**src/rtl/hdmi_rx_video_front_if.sv**
```systemverilog
// Pixel stream leaving the HDMI receive front end.
// No backpressure: the source asserts tvalid whenever a pixel is present.
interface hdmi_rx_video_front_if #(
   parameter int DATA_W = 24
);
   logic [DATA_W-1:0] m_tdata;
   logic              m_tvalid;
   logic              m_tuser;
   logic              m_tlast;

   modport master (
      output m_tdata, m_tvalid, m_tuser, m_tlast
   );

   modport slave (
      input m_tdata, m_tvalid, m_tuser, m_tlast
   );
endinterface

```
**src/rtl/hdmi_rx_video_front.sv**
```systemverilog
// HDMI receive front end: pin registering, sync polarity normalisation,
// resolution measurement, frame lock and a SOF/EOL tagged pixel stream.
module hdmi_rx_video_front #(
   parameter int DATA_W        = 24,
   parameter int CNT_W         = 12,
   parameter int LOCK_FRAMES   = 3,
   parameter int TIMEOUT_W     = 24,
   parameter bit GATE_UNLOCKED = 1'b1
) (
   input  logic              HDMI_CLK,
   input  logic              reset,
   input  logic [DATA_W-1:0] HDMI_RX_P,
   input  logic              HDMI_RX_DE,
   input  logic              HDMI_RX_HSYNC,
   input  logic              HDMI_RX_VSYNC,
   hdmi_rx_video_front_if.master m,
   output logic [CNT_W-1:0]  active_width,
   output logic [CNT_W-1:0]  active_height,
   output logic              hs_active_high,
   output logic              vs_active_high,
   output logic              locked
);

   localparam logic [CNT_W-1:0]     CMAX = '1;
   localparam logic [TIMEOUT_W-1:0] TMAX = '1;
   localparam logic [3:0]           LF   = 4'(LOCK_FRAMES);

   logic [DATA_W-1:0]    p1, p2;
   logic                 de1, hs1, vs1;
   logic                 de2, vs2;
   logic [CNT_W-1:0]     pix_cnt, line_cnt, line_w;
   logic                 bad, seen_vs, stream_en, sof_pend, vs_n_q;
   logic [3:0]           lock_cnt;
   logic [TIMEOUT_W-1:0] to_cnt;

   logic             de_rise, de_fall, vs_n, bnd, first;
   logic             pix_sat, line_sat, w_bad, pol_chg, bad_n;
   logic             eval, same, upd, timeout, ok;
   logic [CNT_W-1:0] w_now, cand_w, cand_h;
   logic [3:0]       lock_inc, lock_cnt_n;
   logic             locked_n;

   always_comb begin
      de_rise  = de1 & ~de2;
      de_fall  = ~de1 & de2;
      vs_n     = vs2 ^ ~vs_active_high;
      bnd      = vs_n & ~vs_n_q;
      first    = (line_cnt == '0);
      pix_sat  = de2 & (pix_cnt == CMAX);
      w_now    = pix_sat ? CMAX : pix_cnt + CNT_W'(1);
      line_sat = de_fall & (line_cnt == CMAX);
      w_bad    = de_fall & ~first & (w_now != line_w);
      // active level is the inverse of the level seen while DE is high
      pol_chg  = de_rise & ((hs1 == hs_active_high) |
                            (vs1 == vs_active_high));
      bad_n    = bad | pix_sat | line_sat | w_bad | pol_chg;
      cand_w   = (de_fall & first) ? w_now : line_w;
      cand_h   = (de_fall & ~line_sat) ? line_cnt + CNT_W'(1)
                                       : line_cnt;
      same     = (cand_w == active_width) & (cand_h == active_height);
      lock_inc = (lock_cnt >= LF) ? LF : lock_cnt + 4'd1;
      eval     = bnd & seen_vs;
      timeout  = ~bnd & (to_cnt == TMAX - TIMEOUT_W'(1));
      ok       = stream_en | (GATE_UNLOCKED == 1'b0);
      upd        = 1'b0;
      lock_cnt_n = lock_cnt;
      locked_n   = locked;
      if (eval) begin
         if (bad_n | (cand_h == '0)) begin
            lock_cnt_n = '0;
            locked_n   = 1'b0;
         end else if (same) begin
            lock_cnt_n = lock_inc;
            locked_n   = (lock_inc == LF);
         end else begin
            upd        = 1'b1;
            lock_cnt_n = 4'd1;
            locked_n   = (LF == 4'd1);
         end
      end else if (timeout) begin
         lock_cnt_n = '0;
         locked_n   = 1'b0;
      end
   end

   always_ff @(posedge HDMI_CLK) begin
      if (reset) begin
         p1             <= '0;
         p2             <= '0;
         de1            <= 1'b0;
         hs1            <= 1'b0;
         vs1            <= 1'b0;
         de2            <= 1'b0;
         vs2            <= 1'b0;
         vs_n_q         <= 1'b0;
         hs_active_high <= 1'b1;
         vs_active_high <= 1'b1;
         pix_cnt        <= '0;
         line_cnt       <= '0;
         line_w         <= '0;
         bad            <= 1'b0;
         seen_vs        <= 1'b0;
         lock_cnt       <= '0;
         locked         <= 1'b0;
         active_width   <= '0;
         active_height  <= '0;
         to_cnt         <= '0;
         stream_en      <= 1'b0;
         sof_pend       <= 1'b0;
         m.m_tdata      <= '0;
         m.m_tvalid     <= 1'b0;
         m.m_tuser      <= 1'b0;
         m.m_tlast      <= 1'b0;
      end else begin
         p1     <= HDMI_RX_P;
         de1    <= HDMI_RX_DE;
         hs1    <= HDMI_RX_HSYNC;
         vs1    <= HDMI_RX_VSYNC;
         p2     <= p1;
         de2    <= de1;
         vs2    <= vs1;
         vs_n_q <= vs_n;

         if (de_rise) begin
            hs_active_high <= ~hs1;
            vs_active_high <= ~vs1;
         end

         if (de_rise)
            pix_cnt <= '0;
         else if (de2 & ~pix_sat)
            pix_cnt <= pix_cnt + CNT_W'(1);

         // a line ending on the boundary cycle is already in cand_*
         if (bnd) begin
            line_cnt <= '0;
            line_w   <= '0;
            bad      <= 1'b0;
         end else begin
            bad <= bad_n;
            if (de_fall) begin
               if (first)
                  line_w <= w_now;
               if (~line_sat)
                  line_cnt <= line_cnt + CNT_W'(1);
            end
         end

         lock_cnt <= lock_cnt_n;
         locked   <= locked_n;
         if (upd) begin
            active_width  <= cand_w;
            active_height <= cand_h;
         end

         if (bnd)
            seen_vs <= 1'b1;
         else if (timeout)
            seen_vs <= 1'b0;

         if (bnd)
            to_cnt <= '0;
         else if (to_cnt != TMAX)
            to_cnt <= to_cnt + TIMEOUT_W'(1);

         if (bnd)
            stream_en <= locked_n | (GATE_UNLOCKED == 1'b0);

         if (bnd)
            sof_pend <= 1'b1;
         else if (de2)
            sof_pend <= 1'b0;

         m.m_tdata  <= p2;
         m.m_tvalid <= de2 & ok;
         m.m_tlast  <= de2 & ok & ~de1;
         m.m_tuser  <= de2 & ok & sof_pend;
      end
   end

endmodule
```
**src/flat_wrapper.sv**
```systemverilog
// flat-port wrapper written by rule: the top's interface ports become plain ports
module hdmi_rx_video_front_flat 
#(
   parameter int DATA_W        = 24,
   parameter int CNT_W         = 12,
   parameter int LOCK_FRAMES   = 3,
   parameter int TIMEOUT_W     = 24,
   parameter bit GATE_UNLOCKED = 1'b1
)
  (HDMI_CLK, reset, HDMI_RX_P, HDMI_RX_DE, HDMI_RX_HSYNC, HDMI_RX_VSYNC, active_width, active_height, hs_active_high, vs_active_high, locked, m_m_tdata, m_m_tvalid, m_m_tuser, m_m_tlast);
  hdmi_rx_video_front_if #(.DATA_W(DATA_W)) m_i ();
  input  logic HDMI_CLK;
  input  logic reset;
  input  logic [DATA_W-1:0] HDMI_RX_P;
  input  logic HDMI_RX_DE;
  input  logic HDMI_RX_HSYNC;
  input  logic HDMI_RX_VSYNC;
  output logic [CNT_W-1:0] active_width;
  output logic [CNT_W-1:0] active_height;
  output logic hs_active_high;
  output logic vs_active_high;
  output logic locked;
  output wire logic [$bits(m_i.m_tdata)-1:0] m_m_tdata;
  output wire logic [$bits(m_i.m_tvalid)-1:0] m_m_tvalid;
  output wire logic [$bits(m_i.m_tuser)-1:0] m_m_tuser;
  output wire logic [$bits(m_i.m_tlast)-1:0] m_m_tlast;
  assign m_m_tdata = m_i.m_tdata;
  assign m_m_tvalid = m_i.m_tvalid;
  assign m_m_tuser = m_i.m_tuser;
  assign m_m_tlast = m_i.m_tlast;
  hdmi_rx_video_front #(.DATA_W(DATA_W), .CNT_W(CNT_W), .LOCK_FRAMES(LOCK_FRAMES), .TIMEOUT_W(TIMEOUT_W), .GATE_UNLOCKED(GATE_UNLOCKED)) u_core (.HDMI_CLK(HDMI_CLK), .reset(reset), .HDMI_RX_P(HDMI_RX_P), .HDMI_RX_DE(HDMI_RX_DE), .HDMI_RX_HSYNC(HDMI_RX_HSYNC), .HDMI_RX_VSYNC(HDMI_RX_VSYNC), .m(m_i), .active_width(active_width), .active_height(active_height), .hs_active_high(hs_active_high), .vs_active_high(vs_active_high), .locked(locked));
endmodule
```
**config.mk**
```make
export PLATFORM = sky130hd
export DESIGN_NAME = hdmi_rx_video_front_flat
export DESIGN_NICKNAME = d
export VERILOG_FILES = /design/src/rtl/hdmi_rx_video_front_if.sv /design/src/rtl/hdmi_rx_video_front.sv /design/src/flat_wrapper.sv
export SDC_FILE = /design/constraint.sdc
export NUM_CORES = 1
export LEC_CHECK = 0
export CORE_MARGIN = 10
export CORE_UTILIZATION = 35
export CTS_CLUSTER_DIAMETER = 150
export DETAILED_ROUTE_END_ITERATION = 6
export SLEW_MARGIN = 20
export SYNTH_ARGS = -nofsm -noshare
export SYNTH_HDL_FRONTEND = slang
export SYNTH_SLANG_ARGS = --single-unit
```
**constraint.sdc**
```tcl
create_clock -name HDMI_CLK -period 3.67 [get_ports HDMI_CLK]
set_input_delay 0.367 -clock HDMI_CLK [delete_from_list [all_inputs] [get_ports HDMI_CLK]]
set_output_delay 0.367 -clock HDMI_CLK [all_outputs]
set_load 0.005 [all_outputs]
```
==> impl_table.tex <==
\begin{tabular}{lr}
\hline
Metric & Value \\
\hline
\multicolumn{2}{l}{\textbf{Critical path}} \\
\quad Data arrival time at the worst-slack endpoint & 3.84 ns \\
\quad Startpoint type of the worst setup path & flip-flop \\
\quad Highest fanout seen on the critical path & 19 \\
\quad Number of cells on the worst reg-to-reg path & 8 \\
\quad RR Endpoint & u\_core.active\_width[3] \\
\quad Required time at the endpoint of the critical path & between 4 and 5 ns \\
\quad Reg2Reg Launch Point & u\_core.line\_cnt[4] \\
\quad Reg2reg setup slack & 0.19 ns \\
\quad Critical Path End Type & flip-flop \\
\quad Startpoint-to-endpoint class of the critical path & reg -> reg \\
\multicolumn{2}{l}{\textbf{Clocking}} \\
\quad Number of clock sinks & 176 \\
\quad TritonCTS clock tree & done \\
\quad Maximum buffer depth of the clock tree & 2 \\
\quad Root buffer cell & sky130\_fd\_sc\_hd\_\_clkbuf\_16 \\
\quad Clock insertion delay at the later pin of the skew report & approximately 0.43 ns \\
\quad Clk slew on worst S/H paths & roughly 0.08 ns \\
\quad CTS H-Tree Depth & 4 \\
\quad Total CTS buffers & 17 \\
\multicolumn{2}{l}{\textbf{Yosys}} \\
\quad Number of synthesized flops with an enable pin & 0 \\
\quad Combined area of all synthesized cells & 0.00782 mm2 \\
\quad Share of the synthesized area in the top cell type & 45.0\% \\
\quad Synth Area in Compound Gates & about an eighth \\
\quad Primary flip-flop cell chosen by synthesis mapping & sky130\_fd\_sc\_hd\_\_dfxtp\_1 \\
\quad Area share of and/or/nand/nor cells after synthesis & 28.7\% \\
\quad Average instance area after synthesis & 9.04 um2 \\
\quad Fraction of the mapped netlist area in adder cells & 0.960\% \\
\quad Biggest area consumer among synthesized cells & sky130\_fd\_sc\_hd\_\_dfxtp\_1 \\
\quad Synth Area in XOR/XNOR & 7.18\% \\
\quad \#FFs+latches synth & around 180 \\
\quad List of most frequent post-synthesis cells & sky130\_fd\_sc\_hd\_\_dfxtp\_1, sky130\_fd\_sc\_hd\_\_nor2\_1, sky130\_fd\_sc\_hd\_\_nor2b\_1 \\
\quad Number of distinct standard cells referenced by the synthesized netlist & 75 \\
\quad Share of the yosys chip area belonging to registers & about 45\% \\
\quad Fraction of synthesized area in multiplexers & less than 1\% \\
\quad Synth warn & 0 \\
\quad Main combinational cell family by area after synthesis & simple AND/OR/NAND/NOR gates \\
\quad Mapped Cells & 865 \\
\quad Leading cell type by number of instances after synthesis & sky130\_fd\_sc\_hd\_\_dfxtp\_1 \\
\quad Leading post-synthesis cells by cell area & sky130\_fd\_sc\_hd\_\_dfxtp\_1, sky130\_fd\_sc\_hd\_\_nor2b\_1, sky130\_fd\_sc\_hd\_\_nor2\_1, sky130\_fd\_sc\_hd\_\_xor2\_1, sky130\_fd\_sc\_hd\_\_xnor2\_1 \\
\quad Synth Net Count & 900 \\
\quad Share of synthesized registers carrying an async set or reset & 0\% \\
\multicolumn{2}{l}{\textbf{Drt}} \\
\quad Wire length per cell after detailed routing & 16.4 um \\
\quad Pre-antenna DRT Iters & 6 \\
\quad Vias post-DR & 6,370 \\
\quad Detailed router's first-iteration violation count & roughly 550 \\
\quad Routed wire length & 20.0 mm \\
\quad Antenna viol nets, final & 0 \\
\quad \# DRC & 0 \\
\quad Routed vias/inst & 5.20 \\
\multicolumn{2}{l}{\textbf{Layout}} \\
\quad Fraction of layout cells with a size suffix above 1 & under 10\% \\
\quad Synthesis-to-layout area growth & 21.9\% \\
\quad Area of all placed cells without fillers & 0.00954 mm2 \\
\quad Total number of nets in the final design & 967 \\
\quad Antenna diodes & 0 \\
\multicolumn{2}{l}{\textbf{Die}} \\
\quad Height of the chip & 170 um \\
\quad Number of placement rows & 54 \\
\quad Area enclosed by the die boundary & 0.0287 mm2 \\
\quad Die extent in x & approximately 170 um \\
\quad Top-level I/O count & 83 \\
\quad Initial core utilization & 35.7\% \\
\quad Area of the core region & about 0.022 mm2 \\
\multicolumn{2}{l}{\textbf{Global routing}} \\
\quad Number of global-route vias before repair & 5,961 \\
\quad Largest net degree at the start of global routing & between 70 and 80 \\
\quad Total overflow reported by the global router & 0 \\
\quad Global-route wire length before repair & 32.0 mm \\
\quad Global-route total usage across every layer & between 10 and 15\% \\
\quad Antenna violations before repair & 0 \\
\multicolumn{2}{l}{\textbf{Worst hold path}} \\
\quad Hold Crit Depth & 2 \\
\quad Worst hold path type & in -> reg \\
\quad End of the worst hold path & u\_core.vs\_n\_q \\
\quad Worst hold path startpoint & reset \\
\multicolumn{2}{l}{\textbf{Timing}} \\
\quad Setup repair after global routing missed its margin & false \\
\quad Final Setup Violations & 0 \\
\quad Clk\_skew & 0.00785 ns \\
\quad Final critical-path required period & 3.48 ns \\
\quad Number of max-slew violations in the final report & 0 \\
\quad Fin crit share & a little over nine tenths \\
\quad Maximum clock rate & roughly 290 MHz \\
\quad Worst-case headroom to the max-slew limit & 29.3\% \\
\quad Setup tns final & 0 ns \\
\quad Number of hold violations in the final report & 0 \\
\quad Pin slew with the least headroom to its limit & $\sim$1.1 ns \\
\multicolumn{2}{l}{\textbf{Power}} \\
\quad Power share of the sequential group & 47.6\% \\
\quad Combinational fraction of design power & 6.4\% \\
\quad Net Switching & between 1 and 1.5 mW \\
\quad Worst vdd rail ir drop & roughly 280 uV \\
\quad Switching Fraction & a little over a quarter \\
\quad Power per cell area & 435 mW/mm2 \\
\quad Internal power & 3.04 mW \\
\quad Clock group share of total power & 46.0\% \\
\quad P\_leak & between 3 and 4 nW \\
\multicolumn{2}{l}{\textbf{Placed design}} \\
\quad HPWL reported at the end of detailed placement & 14.5 mm \\
\quad Post-DP Area & 0.00886 mm2 \\
\quad Number of I/O port buffers & 82 \\
\quad Global placement routability congestion & 0.946 \\
\multicolumn{2}{l}{\textbf{Job}} \\
\quad Number of maximum-capacitance violations & 0 \\
\multicolumn{2}{l}{\textbf{Run status}} \\
\quad Result of the run & completed \\
\hline
\end{tabular}
## metal layers
metal	GRT usage, %	vias up	part of all wire (%)
li1	-	3172	-
met1	17.2	2936	44
met2	21.9	221	46
met3	3.33	41	6.5
met4	6.60	0	3.3
met5	0	-	0
## worst max-delay path: stages (launching register included)
cell and delay, ns:
sky130_fd_sc_hd__dfxtp_1 0.55, sky130_fd_sc_hd__nand4_1 0.34, sky130_fd_sc_hd__nor4_1 0.75, sky130_fd_sc_hd__o21ai_0 0.36, sky130_fd_sc_hd__nand4_1 0.18, sky130_fd_sc_hd__nor2_1 0.07, sky130_fd_sc_hd__a311o_2 0.55, sky130_fd_sc_hd__or4_1 0.52
sky130_fd_sc_hd__o21ai_1 0.10
## through the flow
stage | hold slack (ns) | power, mW | std cells | util [%] | setup slack [ns]
after global placement | 0.416 | 2.28 | 1192 | 40.5 | 0.299
after global routing | 0.412 | 4.31 | 1225 | 43.6 | 0.0177
after floorplan | 0.414 | 2.18 | 865 | - | 0.688
after detailed placement | 0.421 | 2.28 | 1192 | 40.5 | 0.265
after CTS | 0.380 | 4.20 | 1224 | 43.4 | 0.225
final | 0.398 | 4.15 | 1225 | 43.6 | 0.186
## registers in the layout, indices dropped and copies added (netlist names), 24 cells and up
register          flops
u_core.m.m_tdata     24
u_core.p1            24
u_core.p2            24
u_core.to_cnt        24
## placed cells by master, fill, tap and decap left out, types with 4 or more instances in the layout
master	instances
sky130_fd_sc_hd__nor4_1	7
sky130_fd_sc_hd__and2_1	9
sky130_fd_sc_hd__o21ai_0	27
sky130_fd_sc_hd__nand3_1	35
sky130_fd_sc_hd__xnor2_1	26
sky130_fd_sc_hd__nor4_2	4
sky130_fd_sc_hd__o21ai_1	12
sky130_fd_sc_hd__inv_12	5
sky130_fd_sc_hd__and4_1	12
sky130_fd_sc_hd__and3_1	14
sky130_fd_sc_hd__a21o_1	5
sky130_fd_sc_hd__clkinv_8	7
sky130_fd_sc_hd__xor2_1	33
sky130_fd_sc_hd__nor2_1	81
sky130_fd_sc_hd__dfxtp_1	176
sky130_fd_sc_hd__a211oi_1	5
sky130_fd_sc_hd__or3_1	12
sky130_fd_sc_hd__ha_1	6
sky130_fd_sc_hd__a31oi_1	12
sky130_fd_sc_hd__a21oi_1	41
sky130_fd_sc_hd__a211oi_2	9
sky130_fd_sc_hd__nand2b_1	21
sky130_fd_sc_hd__clkbuf_16	17
sky130_fd_sc_hd__or4_1	14
sky130_fd_sc_hd__nand4_1	22
sky130_fd_sc_hd__nand2_1	41
sky130_fd_sc_hd__buf_4	24
sky130_fd_sc_hd__clkdlybuf4s50_1	81
sky130_fd_sc_hd__inv_1	17
sky130_fd_sc_hd__nor2b_1	81
sky130_fd_sc_hd__nor3_1	14
## cell families after synthesis
family,after synthesis
adders and majority gates,6
and+or+nand+nor,392
AOI/OAI and AO/OA,153
DFF,176
xor gates and xnor gates,61
muxes,3
buffers and inverters,74
## what timing repair did
item | 4_1_cts | 5_1_grt
setup buffers | 0 | 1
endpoints found under the setup margin | 0 | 8
hold buffers | 0 | 0
endpoints found under the hold margin | 0 | 0
gates resized for setup | 0 | 5
## cell type report
cell class | count | area (um2)
flip-flops and latches | 176 | 3520
clock buffers | 17 | 425
well taps | 280 | 350
clock inverters | 15 | 224
repair buffers | 105 | 991
multi-input cells | 615 | 3960
inverters | 17 | 63.8
fillers | 2182 | 12400
## power by group through the flow
stage               clock, mW  sequential [mW]  combinational (mW)
global route             2.04             1.98               0.290
global placement            0             2.02               0.259
finish                   1.91             1.98               0.265
floorplan                   0             2.02               0.162
detailed placement          0             2.02               0.260
CTS                      1.96             1.98               0.261
## how the worst max path moves through the flow
stage | end | from | slack, ns | cells after the start
5_1_grt | u_core.active_height[8] | u_core.line_cnt[0] | 0.02 | 13
6_report | u_core.active_width[3] | u_core.line_cnt[4] | 0.19 | 8
2_1_floorplan | u_core.lock_cnt[0] | u_core.line_cnt[1] | 0.69 | 13
4_1_cts | u_core.active_width[3] | u_core.line_cnt[4] | 0.22 | 8
3_5_place_dp | u_core.active_width[3] | u_core.line_cnt[4] | 0.27 | 8
3_3_place_gp | u_core.ok | u_core.line_cnt[4] | 0.30 | 8
Note: power is estimated with default switching activity, not from simulation.
